### src/rtl/one_bit_pair_gen_if.sv
// Pair stream between the generator and its consumer: valid/ready handshake
// carrying one operand pair plus the parity reference for the current run.
interface one_bit_pair_gen_if #(
    parameter int N_BITS = 5
);
    logic              out_valid;
    logic              out_ready;
    logic [N_BITS-1:0] number1;
    logic [N_BITS-1:0] number2;
    logic              out_balance;

    modport master (
        output out_valid,
        output number1,
        output number2,
        output out_balance,
        input  out_ready
    );

    modport slave (
        input  out_valid,
        input  number1,
        input  number2,
        input  out_balance,
        output out_ready
    );
endinterface

### src/rtl/one_bit_pair_gen.sv
// Enumerates every {number1,number2} pair whose combined one-count equals the
// requested target, in ascending order, and streams the pairs out.
module one_bit_pair_gen #(
    parameter int N_BITS  = 5,
    parameter int MATCH_W = 8
) (
    input  logic               clk,
    input  logic               rst_n,
    input  logic               start,
    input  logic [3:0]         target,
    output logic               busy,
    output logic [MATCH_W-1:0] match_count,
    output logic               done,
    output logic               error,
    one_bit_pair_gen_if.master pair
);
    localparam int CAND_W = 2 * N_BITS;
    localparam int CNT_W  = $clog2(CAND_W + 1);
    localparam logic [CAND_W-1:0] CAND_MAX = {CAND_W{1'b1}};

    typedef enum logic [1:0] {
        ST_IDLE = 2'd0,
        ST_SCAN = 2'd1,
        ST_EMIT = 2'd2,
        ST_DONE = 2'd3
    } state_t;

    function automatic logic [CNT_W-1:0] popcount(input logic [CAND_W-1:0] v);
        logic [CNT_W-1:0] c;
        c = {CNT_W{1'b0}};
        for (int i = 0; i < CAND_W; i++) begin
            c = c + CNT_W'(v[i]);
        end
        return c;
    endfunction

    // Even parity of the requested count: 1 when target has an even number of ones
    function automatic logic even_parity(input logic [3:0] v);
        return ~^v;
    endfunction

    state_t              state_r, state_s;
    logic [CAND_W-1:0]   cand_r, cand_s;
    logic [3:0]          target_r, target_s;
    logic                valid_r, valid_s;
    logic [N_BITS-1:0]   num1_r, num1_s;
    logic [N_BITS-1:0]   num2_r, num2_s;
    logic                bal_r, bal_s;
    logic [MATCH_W-1:0]  cnt_r, cnt_s;
    logic                busy_r, busy_s;
    logic                done_r, done_s;
    logic                error_r, error_s;

    // Next-state and next-output logic for the scan/emit sequencer
    always_comb begin
        state_s  = state_r;
        cand_s   = cand_r;
        target_s = target_r;
        valid_s  = valid_r;
        num1_s   = num1_r;
        num2_s   = num2_r;
        bal_s    = bal_r;
        cnt_s    = cnt_r;
        done_s   = 1'b0;
        error_s  = 1'b0;
        case (state_r)
            ST_IDLE: begin
                if (start) begin
                    if (target > 4'd10) begin
                        error_s = 1'b1;
                    end else begin
                        target_s = target;
                        bal_s    = even_parity(target);
                        cand_s   = {CAND_W{1'b0}};
                        cnt_s    = {MATCH_W{1'b0}};
                        state_s  = ST_SCAN;
                    end
                end else begin
                    state_s = ST_IDLE;
                end
            end
            ST_SCAN: begin
                if (popcount(cand_r) == CNT_W'(target_r)) begin
                    num1_s  = cand_r[CAND_W-1:N_BITS];
                    num2_s  = cand_r[N_BITS-1:0];
                    valid_s = 1'b1;
                    state_s = ST_EMIT;
                end else if (cand_r != CAND_MAX) begin
                    cand_s = cand_r + CAND_W'(1);
                end else begin
                    done_s  = 1'b1;
                    state_s = ST_DONE;
                end
            end
            ST_EMIT: begin
                if (pair.out_ready) begin
                    valid_s = 1'b0;
                    cnt_s   = cnt_r + MATCH_W'(1);
                    // The last candidate must not wrap back to zero
                    if (cand_r == CAND_MAX) begin
                        done_s  = 1'b1;
                        state_s = ST_DONE;
                    end else begin
                        cand_s  = cand_r + CAND_W'(1);
                        state_s = ST_SCAN;
                    end
                end else begin
                    valid_s = 1'b1;
                end
            end
            ST_DONE: begin
                state_s = ST_IDLE;
            end
            default: begin
                state_s = ST_IDLE;
            end
        endcase
        busy_s = (state_s != ST_IDLE);
    end

    // State and registered-output update
    always_ff @(posedge clk or negedge rst_n) begin
        if (!rst_n) begin
            state_r  <= ST_IDLE;
            cand_r   <= {CAND_W{1'b0}};
            target_r <= 4'd0;
            valid_r  <= 1'b0;
            num1_r   <= {N_BITS{1'b0}};
            num2_r   <= {N_BITS{1'b0}};
            bal_r    <= 1'b0;
            cnt_r    <= {MATCH_W{1'b0}};
            busy_r   <= 1'b0;
            done_r   <= 1'b0;
            error_r  <= 1'b0;
        end else begin
            state_r  <= state_s;
            cand_r   <= cand_s;
            target_r <= target_s;
            valid_r  <= valid_s;
            num1_r   <= num1_s;
            num2_r   <= num2_s;
            bal_r    <= bal_s;
            cnt_r    <= cnt_s;
            busy_r   <= busy_s;
            done_r   <= done_s;
            error_r  <= error_s;
        end
    end

    assign pair.out_valid   = valid_r;
    assign pair.number1     = num1_r;
    assign pair.number2     = num2_r;
    assign pair.out_balance = bal_r;
    assign busy             = busy_r;
    assign match_count      = cnt_r;
    assign done             = done_r;
    assign error            = error_r;
endmodule

### src/flat_wrapper.sv
// flat-port wrapper written by rule: the top's interface ports become plain ports
module one_bit_pair_gen_flat 
#(
    parameter int N_BITS  = 5,
    parameter int MATCH_W = 8
)
  (clk, rst_n, start, target, busy, match_count, done, error, pair_out_valid, pair_number1, pair_number2, pair_out_balance, pair_out_ready);
  one_bit_pair_gen_if #(.N_BITS(N_BITS)) pair_i ();
  input  logic clk;
  input  logic rst_n;
  input  logic start;
  input  logic [3:0] target;
  output logic busy;
  output logic [MATCH_W-1:0] match_count;
  output logic done;
  output logic error;
  output wire logic [$bits(pair_i.out_valid)-1:0] pair_out_valid;
  output wire logic [$bits(pair_i.number1)-1:0] pair_number1;
  output wire logic [$bits(pair_i.number2)-1:0] pair_number2;
  output wire logic [$bits(pair_i.out_balance)-1:0] pair_out_balance;
  input wire logic [$bits(pair_i.out_ready)-1:0] pair_out_ready;
  assign pair_out_valid = pair_i.out_valid;
  assign pair_number1 = pair_i.number1;
  assign pair_number2 = pair_i.number2;
  assign pair_out_balance = pair_i.out_balance;
  assign pair_i.out_ready = pair_out_ready;
  one_bit_pair_gen #(.N_BITS(N_BITS), .MATCH_W(MATCH_W)) u_core (.clk(clk), .rst_n(rst_n), .start(start), .target(target), .busy(busy), .match_count(match_count), .done(done), .error(error), .pair(pair_i));
endmodule
### config.mk
export PLATFORM = sky130hd
export DESIGN_NAME = one_bit_pair_gen_flat
export DESIGN_NICKNAME = d
export VERILOG_FILES = /design/src/rtl/one_bit_pair_gen_if.sv /design/src/rtl/one_bit_pair_gen.sv /design/src/flat_wrapper.sv
export SDC_FILE = /design/constraint.sdc
export NUM_CORES = 1
export LEC_CHECK = 0
export BUFFER_PORTS_ARGS = -buffer_cell sky130_fd_sc_hd__buf_2
export CAP_MARGIN = 20
export CORE_MARGIN = 4
export CORE_UTILIZATION = 58
export CTS_BUF_LIST = sky130_fd_sc_hd__clkbuf_2
export CTS_CLUSTER_DIAMETER = 60
export CTS_CLUSTER_SIZE = 12
export DETAILED_ROUTE_END_ITERATION = 10
export PLACE_DENSITY_LB_ADDON = 0.1
export REMOVE_ABC_BUFFERS = 1
export SKIP_LAST_GASP = 1
export SYNTH_ARGS = -nofsm -noshare
export SYNTH_HDL_FRONTEND = slang
export SYNTH_SLANG_ARGS = --single-unit
### constraint.sdc
create_clock -name clk -period 8.4 [get_ports clk]
set_clock_uncertainty 0.05 [all_clocks]
set_input_delay 1.68 -clock clk [delete_from_list [all_inputs] [get_ports clk]]
set_output_delay 1.68 -clock clk [all_outputs]
set_load 0.01 [all_outputs]
==> out/metrics.yaml <==
status: "finished, final reports clean"
diodes: 0
syn_to_final_growth_pct: 9.76
coreArea_mm2: 0.00374
hold_viol_final: 0
grt_max_degree: 40
drt-total-wl_mm: 4.42
postSynthCellCount: 228
globalplace.congestion: 0.881
rows: 22
ir_worst_vdd_v: 0.000186
critPathKind: "flop to flop"
syn_avg_cell_area_um2: 10.0
regArea_um2: 976
final_nets: 286
synth_common_cells: "39 x dfrtp_1, 25 x nand2_1, 22 x inv_1"
grt_pass1_vias: 1624
port_buffers: 30
slew_violations: 0
cp.required_ns: 8.65
slowest_stage: "fa_1"
ys_seq_elements: 39
synth_edf_count: 0
setup.worst_path.start_class: "flop"
dr.first_iter.drc_count: 115
period_share: 0.538
cts_num_sinks: 39
synth-main-ff-cell: "dfrtp_1"
placed_area_mm2: 0.00246
cts_hold_buffers: 0
rsz0062_at_grt: "false"
power_density_mw_per_mm2: 218
grt_antenna_before_repair: 0
synthTopCellsByArea: "dfrtp_1 43%, ha_1 7.1%, fa_1 5.3%, nand2_1 4.1%, mux2_2 3.9%"
cts_root_buf: "clkbuf_2"
fin_tns_setup_ns: 0
grt_first_pass_wirelength_mm: 7.50
synth.cell_area_mm2: 0.00228
async_flop_share: 1.00
cts-resized-gates: 0
crit_fanout: 29
dp_hpwl_mm: 3.31
num_vias: 1746
tritoncts: "built"
clockBufferDepth: 2
postLayoutCellArea_mm2: 0.00250
via_per_inst: 5.67
worstMarginPinSlew_ns: 0.871
clock_latency_ns: 0.41
nFillCells: 337
die_x_um: 70.7
grt_usage: 0.185
synth_top_cell_by_area: "dfrtp_1"
setup-violations-final: 0
yosysSeqAreaShare: 0.428
cts_buffers: 5
power.leakage_uw: 0.00125
hold_depth: 2
htree_levels: 2
yosys_warnings: 0
netlist-cell-type-count: 45
wl_per_cell_um: 14.4
antenna_left: 0
worst_path_most_repeated_cell: "fa_1"
reg2regPathDepth: 15
ios: 31
slew_headroom: 0.420
initial_core_util: 0.610
dr.pass1.iters: 5
cp-end-kind: "flop"
clk_pin_slew_ns: 0.19
overflow: 0
layout-drive-gt1-share: 0.204
die_h_um: 70.7
cts_setup_buffers: 0
crit_arrival_ns: 4.76
worstPathCellList: "ha_1 > inv_1 > fa_1 > fa_1 > fa_1 > inv_1 > fa_1 > inv_1 > fa_1 > xnor2_1 > nor3_1 > o211ai_1 > buf_4 > nand3_2 > o41ai_1"
cpPeakStageDelay_ns: 0.49
hold_path_class: "flop to flop"
multiInputGateArea_mm2: 0.00119
post-synth-top-count-cell: "dfrtp_1"
fmax_mhz: 221
drv_cap: 0
die-area_mm2: 0.00500
drc_errors: 0
yosysTopAreaCellShare: 0.428
fin_crit_ns: 4.52
## flip-flops by register name (all words and copies together), names as in the netlist
register	flops
u_core.pair.out_valid	1
u_core.pair.number1	5
u_core.state_r	2
u_core.pair.out_balance	1
u_core.pair.number2	5
u_core.match_count	8
u_core.done	1
u_core.target_r	4
u_core.error	1
u_core.busy	1
u_core.cand_r	10
## report_power, final
part | leakage (uW) | internal, uW | switching, uW
Combinational | 0.000701 | 87.7 | 131
Clock | 0.0000290 | 21.2 | 63.4
Sequential | 0.000522 | 221 | 20.8
## cells in the final DEF, fill, tap and decap left out, drive strengths merged, types with 2 or more instances in the layout
cell type   n
dfrtp      39
buf        31
nand2      25
inv        22
o21ai      15
ha         13
nor2       11
nand3      10
nand4       9
mux2        8
xor2        7
o211ai      6
fa          6
clkbuf      6
and3        5
and2        5
a21oi       4
nor3        4
a31o        4
xnor2       2
or2         2
a22o        2
o211a       2
o2bb2ai     2
o31ai       2
## through the flow
stage,setup WS (ns),total power [uW],instances,utilization,hold WS (ns)
2_1_floorplan,3.73,400,221,-,0.425
3_3_place_gp,4.06,461,300,0.658,0.410
3_5_place_dp,3.86,464,300,0.658,0.415
4_1_cts,3.87,547,308,0.669,0.456
5_1_grt,3.63,583,308,0.669,0.482
6_report,3.88,545,308,0.669,0.450
## worst paths after layout
check	endpoint	slack (ns)	from
worst max-delay path	u_core.cand_r[9]	3.88	u_core.cand_r[0]
worst min-delay path	u_core.pair.number2[4]	0.45	u_core.pair.number2[4]
worst max register to register	u_core.cand_r[9]	3.88	u_core.cand_r[0]
worst min register to register	u_core.pair.number2[4]	0.45	u_core.pair.number2[4]
max in group asynchronous	u_core.cand_r[0]	6.43	rst_n
min in group asynchronous	u_core.match_count[2]	1.29	rst_n
## cell type report
type,count,area share
tap,48,0.0240
multi-input combinational,160,0.474
inverter,22,0.0330
sequential,39,0.390
clock inverter,2,0.00500
timing repair buffer,31,0.0629
clock buffer,6,0.0120
## cells by family after synthesis
| group | Yosys count | share of synthesized area |
|---|---|---|
| buffers and inverters | 29 | 0.0526 |
| DFF | 39 | 0.428 |
| muxes | 9 | 0.0439 |
| AOI/OAI and AO/OA | 45 | 0.137 |
| and+or+nand+nor | 77 | 0.171 |
| adders and majority gates | 19 | 0.124 |
| xor gates and xnor gates | 10 | 0.0444 |
## critical path: cells and delay by family (launching register included)
family | cells | cell delay [ns]
AO/OA/AOI/OAI | 2 | 0.42
buffers and inverters | 4 | 0.51
AND/OR/NAND/NOR | 2 | 0.31
flip-flops | 1 | 0.45
adder cells (fa/ha/maj) | 6 | 2.52
XOR/XNOR | 1 | 0.17
## routing by layer
| metal | track usage | part of all wire | vias up | routed length (um) |
|---|---|---|---|---|
| met5 | 0 | 0 | - | 0 |
| met4 | 0.0585 | 0.014 | 0 | 62 |
| met3 | 0.0384 | 0.047 | 7 | 208 |
| met2 | 0.281 | 0.46 | 35 | 2030 |
| met1 | 0.265 | 0.48 | 845 | 2120 |
| li1 | - | - | 859 | - |
Power figures use the tool's default switching activity.
